## src/rtl/proc_seq_ctrl.sv

```systemverilog
// proc_seq_ctrl: multi-cycle fetch/execute sequencer for the 8-bit, 4-register datapath.
// Each instruction is fetched over a request/valid port and then executed. The
// register-file write port is shared between instruction write-back and a host port.
// The host port is served only in IDLE and HALT.
//
// Instruction byte: [7:6] opcode (00 NOP, 01 ADD, 10 SUB, 11 HALT), [5:4] dst,
// [3:2] src a, [1:0] src b.
//
// Ports:
//   clk, rst          clock, asynchronous active-high reset
//   start             level; begin execution from IDLE or resume from HALT
//   imem_req/addr     instruction read request, address (= pc)
//   imem_rvalid/rdata instruction read response
//   host_wr_en/sel/data, host_wr_ack  host register write; ack is combinational
//   pc, r0..r3        architectural state
//   busy, halted      FETCH/EXEC and HALT status
//   retire            one-cycle pulse per retired instruction
//   instr_cnt         saturating retire count (only with PROC_SEQ_INSTR_CNT_EN)
//
// Optional feature macro: PROC_SEQ_INSTR_CNT_EN
module proc_seq_ctrl #(
  parameter int unsigned   DW       = 8,
  parameter int unsigned   AW       = 8,
  parameter logic [AW-1:0] RESET_PC = '0
) (
  input  logic          clk,
  input  logic          rst,
  input  logic          start,
  output logic          imem_req,
  output logic [AW-1:0] imem_addr,
  input  logic          imem_rvalid,
  input  logic [DW-1:0] imem_rdata,
  input  logic          host_wr_en,
  input  logic [1:0]    host_wr_sel,
  input  logic [DW-1:0] host_wr_data,
  output logic          host_wr_ack,
  output logic [AW-1:0] pc,
  output logic [DW-1:0] r0,
  output logic [DW-1:0] r1,
  output logic [DW-1:0] r2,
  output logic [DW-1:0] r3,
  output logic          busy,
  output logic          halted,
  output logic          retire
`ifdef PROC_SEQ_INSTR_CNT_EN
  ,
  output logic [7:0]    instr_cnt
`endif
);

  localparam int unsigned NREG  = 4;
  localparam int unsigned CNT_W = 8;

  typedef enum logic [1:0] {
    ST_IDLE  = 2'd0,
    ST_FETCH = 2'd1,
    ST_EXEC  = 2'd2,
    ST_HALT  = 2'd3
  } state_e;

  typedef enum logic [1:0] {
    OP_NOP  = 2'b00,
    OP_ADD  = 2'b01,
    OP_SUB  = 2'b10,
    OP_HALT = 2'b11
  } op_e;

  state_e                   state_q, state_d;
  logic [NREG-1:0][DW-1:0]  regs;
  logic [DW-1:0]            ir, ir_d;
  logic [AW-1:0]            pc_d;
  logic                     retire_d;
  logic                     wb_en;
  logic [DW-1:0]            wb_data;
  op_e                      op;
  logic [1:0]               dst_sel;
  logic [DW-1:0]            src_a, src_b;

  // Instruction field decode from the held instruction register
  assign op      = op_e'(ir[7:6]);
  assign dst_sel = ir[5:4];
  assign src_a   = regs[ir[3:2]];
  assign src_b   = regs[ir[1:0]];

  assign imem_addr = pc;
  assign r0 = regs[0];
  assign r1 = regs[1];
  assign r2 = regs[2];
  assign r3 = regs[3];

  // Next-state, write-back and host-arbitration logic
  always_comb begin
    state_d     = state_q;
    pc_d        = pc;
    ir_d        = ir;
    retire_d    = 1'b0;
    host_wr_ack = 1'b0;
    wb_en       = 1'b0;
    wb_data     = '0;
    case (state_q)
      ST_IDLE: begin
        // Host write wins; start is re-sampled on the following cycle
        if (host_wr_en) begin
          host_wr_ack = 1'b1;
        end else if (start) begin
          state_d = ST_FETCH;
        end
      end
      ST_FETCH: begin
        if (imem_rvalid) begin
          ir_d     = imem_rdata;
          state_d  = ST_EXEC;
          // Registered so the pulse lines up with the EXEC cycle
          retire_d = (imem_rdata[7:6] != OP_HALT);
        end
      end
      ST_EXEC: begin
        case (op)
          OP_NOP: begin
            pc_d    = pc + AW'(1);
            state_d = ST_FETCH;
          end
          OP_ADD: begin
            wb_en   = 1'b1;
            wb_data = src_a + src_b;
            pc_d    = pc + AW'(1);
            state_d = ST_FETCH;
          end
          OP_SUB: begin
            wb_en   = 1'b1;
            wb_data = src_a - src_b;
            pc_d    = pc + AW'(1);
            state_d = ST_FETCH;
          end
          default: begin
            state_d = ST_HALT;
          end
        endcase
      end
      ST_HALT: begin
        if (host_wr_en) begin
          host_wr_ack = 1'b1;
        end else if (start) begin
          // Resume skips past the HALT instruction
          pc_d    = pc + AW'(1);
          state_d = ST_FETCH;
        end
      end
      default: begin
        state_d = ST_IDLE;
      end
    endcase
  end

  // State, pc, ir and registered status outputs
  always_ff @(posedge clk or posedge rst) begin
    if (rst) begin
      state_q  <= ST_IDLE;
      pc       <= RESET_PC;
      ir       <= '0;
      retire   <= 1'b0;
      imem_req <= 1'b0;
      busy     <= 1'b0;
      halted   <= 1'b0;
    end else begin
      state_q  <= state_d;
      pc       <= pc_d;
      ir       <= ir_d;
      retire   <= retire_d;
      imem_req <= (state_d == ST_FETCH);
      busy     <= (state_d == ST_FETCH) || (state_d == ST_EXEC);
      halted   <= (state_d == ST_HALT);
    end
  end

  // Register file: host and write-back are never active in the same state
  always_ff @(posedge clk or posedge rst) begin
    if (rst) begin
      regs <= '0;
    end else if (host_wr_ack) begin
      regs[host_wr_sel] <= host_wr_data;
    end else if (wb_en) begin
      regs[dst_sel] <= wb_data;
    end
  end

`ifdef PROC_SEQ_INSTR_CNT_EN
  // Saturating retire counter, cleared only by reset
  always_ff @(posedge clk or posedge rst) begin
    if (rst) begin
      instr_cnt <= '0;
    end else if (retire && (instr_cnt != {CNT_W{1'b1}})) begin
      instr_cnt <= instr_cnt + CNT_W'(1);
    end
  end
`endif

endmodule

```

## config.mk

```make
export PLATFORM = sky130hd
export DESIGN_NAME = proc_seq_ctrl
export DESIGN_NICKNAME = d
export VERILOG_FILES = /design/src/rtl/proc_seq_ctrl.sv
export SDC_FILE = /design/constraint.sdc
export NUM_CORES = 1
export LEC_CHECK = 0
export ABC_CLOCK_PERIOD_IN_PS = 5600
export BUFFER_PORTS_ARGS = -buffer_cell sky130_fd_sc_hd__buf_2
export CORE_UTILIZATION = 45
export CTS_CLUSTER_DIAMETER = 100
export DETAILED_ROUTE_END_ITERATION = 12
export PLACE_DENSITY = 0.69
export SKIP_CTS_REPAIR_TIMING = 1
export SYNTH_ARGS = -nofsm -noshare
export SYNTH_HDL_FRONTEND = slang
export SYNTH_SLANG_ARGS = --single-unit
```

## constraint.sdc

```tcl
create_clock -name clk -period 5.6 [get_ports clk]
set_input_delay 1.12 -clock clk [delete_from_list [all_inputs] [get_ports clk]]
set_output_delay 1.12 -clock clk [all_outputs]
set_load 0.05 [all_outputs]
```

* Word level (Yosys, flattened, before mapping)
Index checks and enable logic that the tools add are counted.
** Storage, ports and cells
- Register bits after elaboration :: 54
- Input bits :: 23
- Output and inout bits :: 53
- Logic and storage cells :: 73
** Cells by class
- Add/sub/neg operators :: 3
- $lt $le $gt $ge :: 6
- Equal/unequal tests :: 12
- Mux-type cells :: 29
- Reductions and logical operators :: 12
** Operators with widths (number)
- bitwise mux 32 bit :: 2
- two-way mux 32 bit :: 2
- two-way mux 8 bit :: 8
- binary-select mux 8 bit (select 2 bit) :: 2
- demux 8 bit (select 2 bit) :: 2
- one-hot mux 8 bit (2 select lines) :: 2
- < comparator 2 x 3 -> 1 bit (second input constant) :: 4
- equality test 2 bit (second input constant) :: 5
- adder 8 x 1 -> 8 bit (second input constant) :: 1
- adder 8 bit :: 1
- two-way mux 2 bit :: 4
- != test 2 bit (second input constant) :: 4
- subtractor 8 bit :: 1
- equality test 2 x 1 -> 1 bit (second input constant) :: 3
- two-way mux 1 bit :: 6
- one-hot mux 2 bit (3 select lines) :: 1
- greater-or-equal comparator 2 x 1 -> 1 bit (second input constant) :: 2
- logical NOT 2 bit :: 2
- AND reduction 4 bit :: 1
- nonzero test 2 bit :: 2
- OR reduction 2 bit :: 2
- OR reduction 3 bit :: 1
- logical AND 1 bit :: 2
- AND reduction 2 bit :: 1
- logical OR 1 bit :: 1

* Depth between registers and ports, before layout
- Depth in word-level cells :: 8
- Gate-level depth with buffers :: 15
- Gate-level depth less buffers :: 14

* Least setup slack after synthesis
No wires, ideal clock.
- Path type :: flip-flop to flip-flop
- Start point :: reg regs, in the netlist r3[1]
- End point :: reg regs, in the netlist r3[6]
- Setup time :: 0.083 ns
- Arrival :: 2.960 ns
- Required time :: 5.517 ns
- Setup slack :: 2.558 ns
- Stages on the path, launching flop included :: 13
- Buffers on the path :: 0
- Path through :: dfrtp_1 > mux4_2 > inv_1 > ha_1 > mux2_2 > fa_1 > nor2b_1 > o21ai_1 > a21oi_1 > o21a_1 > or3_1 > nand3_1 > o21ai_0
** Between the ends
- Cells in the longest elaborated chain, start to end :: 8
- Elaborated cells between the ends (all ways) :: 11
- Those cells by class :: add/sub (2); mux (9)
** Ends and longest elaborated chain
- from (decl) :: line 69 : logic [NREG-1:0][DW-1:0] regs;
- from (signal, indexed assignment) :: line 181 : regs[host_wr_sel] <= host_wr_data;
- from (signal, indexed assignment) :: line 183 : regs[dst_sel] <= wb_data;
- binary-select mux 8 bit (select 2 bit), on equally long branches :: line 82, 83
- two-way mux 8 bit, on equally long branches :: line 82, 83
- subtractor 8 bit / adder 8 bit (equally long branches) :: line 131, 125
- one-hot mux 8 bit (2 select lines) * :: line 118 : case (op)
- two-way mux 8 bit * :: line 100 : case (state_q)
- bitwise mux 32 bit * :: line 183
- two-way mux 32 bit * :: line 182 : end else if (wb_en) begin
- two-way mux 32 bit * :: line 180 : end else if (host_wr_ack) begin
Mark *: on every way between the ends. The rest lies on a longest branch, timed or not. The select of a mux whose other input is x is not followed.
A chain may end at the register's enable or synchronous reset.

* Worst setup path in the final report
- Start point :: reg ir[0]
- End point :: reg regs, in the netlist r2[7]
** Between the ends
- Cells in the longest elaborated chain, start to end :: 8
- Elaborated cells between the ends (all ways) :: 9
- Those cells by class :: add/sub (2); mux (7)
** Ends and longest elaborated chain
- from (decl) :: line 70 : logic [DW-1:0] ir, ir_d;
- from (signal assigned) :: line 168 : ir <= ir_d;
- binary-select mux 8 bit (select 2 bit) * :: line 83 : assign src_b = regs[ir[1:0]];
- two-way mux 8 bit (implied by the code) * :: line 83
- subtractor 8 bit / adder 8 bit (equally long branches) :: line 131, 125
- one-hot mux 8 bit (2 select lines) * :: line 118
- two-way mux 8 bit * :: line 100
- bitwise mux 32 bit * :: line 183
- two-way mux 32 bit * :: line 182
- two-way mux 32 bit * :: line 180
Marked as above.

==> metrics.yaml <==
global_routing:
  grtUsageMet1_pct: 32.6
  gr-total-overflow: 0
  antenna_found_initial: 0
  grt_pass1_vias: 2538
  grt_use_total_pct: 24.0
  grt_max_degree: 55
  use_met2_pct: 37.7
  grt.busiest_layer: "met2"
  grt_util_met3_pct: 5.24
  grt_pass1_wl_mm: 13.5
floorplanning:
  io_pins: 76
  die_w_um: 86.6
  die_h_um: 86.6
  core_mm2: 0.00687
  initial_core_util_pct: 46.9
  dieArea_mm2: 0.00750
  fp-row-count: 30
synthesis:
  synth.distinct_cells: 39
  synth_most_common_cell: "dfrtp_1"
  synthTopCellsByArea: "dfrtp_1 (42%), mux4_2 (9.1%), ha_1 (6.2%), a22oi_1 (4.4%), xnor2_1 (4.3%)"
  netlist.area_leader.share_pct: 41.9
  yosys.area.top_type: "dfrtp_1"
  synth-seq-cells: 54
  async_reset_ff_share_pct: 100
  yosys_warnings: 0
  syn_avg_cell_area_um2: 11.0
  synth_ff_type: "dfrtp_1"
  synth_edf_count: 0
  synth_nets: 334
  ys_seq_area_share_pct: 41.9
  syn_inst: 294
  syn_area_mm2: 0.00322
  yosys-top-cells-count: "dfrtp_1 (54), nor2_1 (26), a22oi_1 (19)"
sta:
  finalHoldViolCount: 0
  setup_ws_ps: 2040
  slew_viol_final: 0
  rsz0062_at_grt: "false"
  fin_skew_ps: 12.8
  max_freq_mhz: 281
  fin_crit_sh_pct: 63.6
  slew_headroom_pct: 25.9
  tns_ps: 0
  finalSetupViolCount: 0
  post-route-min-period_ps: 3560
  tightest_slew_ps: 1110
critical_path:
  worstPathRequired_ps: 5770
  critPathMaxFanout: 9
  worstPathArrival_ps: 3730
  endpoint_kind: "flop"
  crit_path_start_kind: "flop"
  worst-setup-path-type: "reg2reg"
cts:
  clk_latency_ps: 330
  cts_inserted_buffers: 5
  root_buffer: "clkbuf_8"
  cts_buffer_depth: 2
  cts_tree: "yes"
  cts.clk_slew.worst_paths_ps: 110
  cts_htree_levels: 2
  clock-sinks: 54
final_layout:
  n_antenna_cell: 0
  post-route-util_pct: 54.1
  drive_above_1_share_pct: 30.9
  area_growth_pct: 15.4
  layout.nets: 401
  fillers: 628
  instances_no_fill: 458
routing:
  num_vias: 2715
  drt_iter0_drc: 405
  first_pass_iters: 5
  ant_nets: 0
  drc: 0
  avgRoutedWirePerCell_um: 18.3
  via_per_inst: 5.93
  wirelength_mm: 8.36
placed_design:
  dp_worst_setup_slack_ps: 2130
  port_buffers: 75
  place_congestion: 1.02
  dp.cells: 450
  dp_hpwl_mm: 5.96
run:
  max-cap-violations: 0
min_path:
  hold_path_class: "reg2reg"
outcome:
  status: "finished clean"
## registers in the layout (all words and copies together) (netlist names)
register   flops
r3             8
r1             8
retire         1
busy           1
imem_req       1
r0             8
r2             8
halted         1
imem_addr      8
state_q        2
ir             8
## worst paths after layout
path | from | endpoint | slack (ps) | depth (start not counted)
worst max-delay path | ir[0] | r2[7] | 2040 | 14
worst min-delay path | imem_addr[7] | imem_addr[7] | 490 | 1
worst max register to register | ir[0] | r2[7] | 2040 | 14
worst min register to register | imem_addr[7] | imem_addr[7] | 490 | 1
max in group asynchronous | rst | r3[5] | 3850 | 2
min in group asynchronous | rst | imem_addr[7] | 1050 | 2
## final cells by class
type	count	area (um^2)	area share, %
sequential	54	1350	36.3
clock buffer	5	68.8	1.85
inverter	18	67.6	1.82
multi-input combinational	206	1700	45.8
timing repair buffer	76	383	10.3
clock inverter	3	26.3	0.707
tap	96	120	3.23
## cell usage in the layout, fill, tap and decap left out, types with 3 or more instances in the layout
cell type  instances
buf_2             75
dfrtp_1           54
nor2_1            26
a22oi_1           19
xnor2_1           16
inv_1             16
ha_1              16
nand2_1           14
o21ai_0           14
a21oi_1           14
mux4_2            13
a221o_1           12
mux2_2            10
o21ai_1            8
nand3_1            7
nand4_1            5
clkbuf_8           5
nand2b_1           3
mux4_1             3
nor3_1             3
inv_6              3
## routing by layer
| layer | vias up | routed length (um) |
|---|---|---|
| met4 | 0 | 190 |
| met2 | 150 | 4000 |
| li1 | 1224 | - |
| met3 | 18 | 650 |
| met5 | - | 0 |
| met1 | 1323 | 3520 |
## kinds of logic after synthesis
kind of cell	synth area share, %
mux	15.0
fa+ha+maj	6.83
simple gates	10.8
compound gates	15.3
xor+xnor	4.89
buf+inv	5.24
flops	41.9
## stage by stage
step,area [um^2],hold slack (ps)
3_3_place_gp,3620,474
4_1_cts,3720,494
5_1_grt,3720,512
2_1_floorplan,3220,509
3_5_place_dp,3620,474
6_report,3720,485
## critical path, stage by stage (launching register included)
cell and delay [ps]:
dfrtp_1 690, mux4_2 640, inv_1 80, ha_1 200, nor3b_1 250, nor2_1 90, xnor2_1 140, ha_1 330
nand4_1 90, a21oi_1 120, nor2_1 80, xnor2_1 130, xnor2_1 310, o21ai_1 100, a21boi_1 140
Power is left out: the tool's default activity adds up to more than one toggle a clock period on the data nets, which glitch-free logic cannot reach.
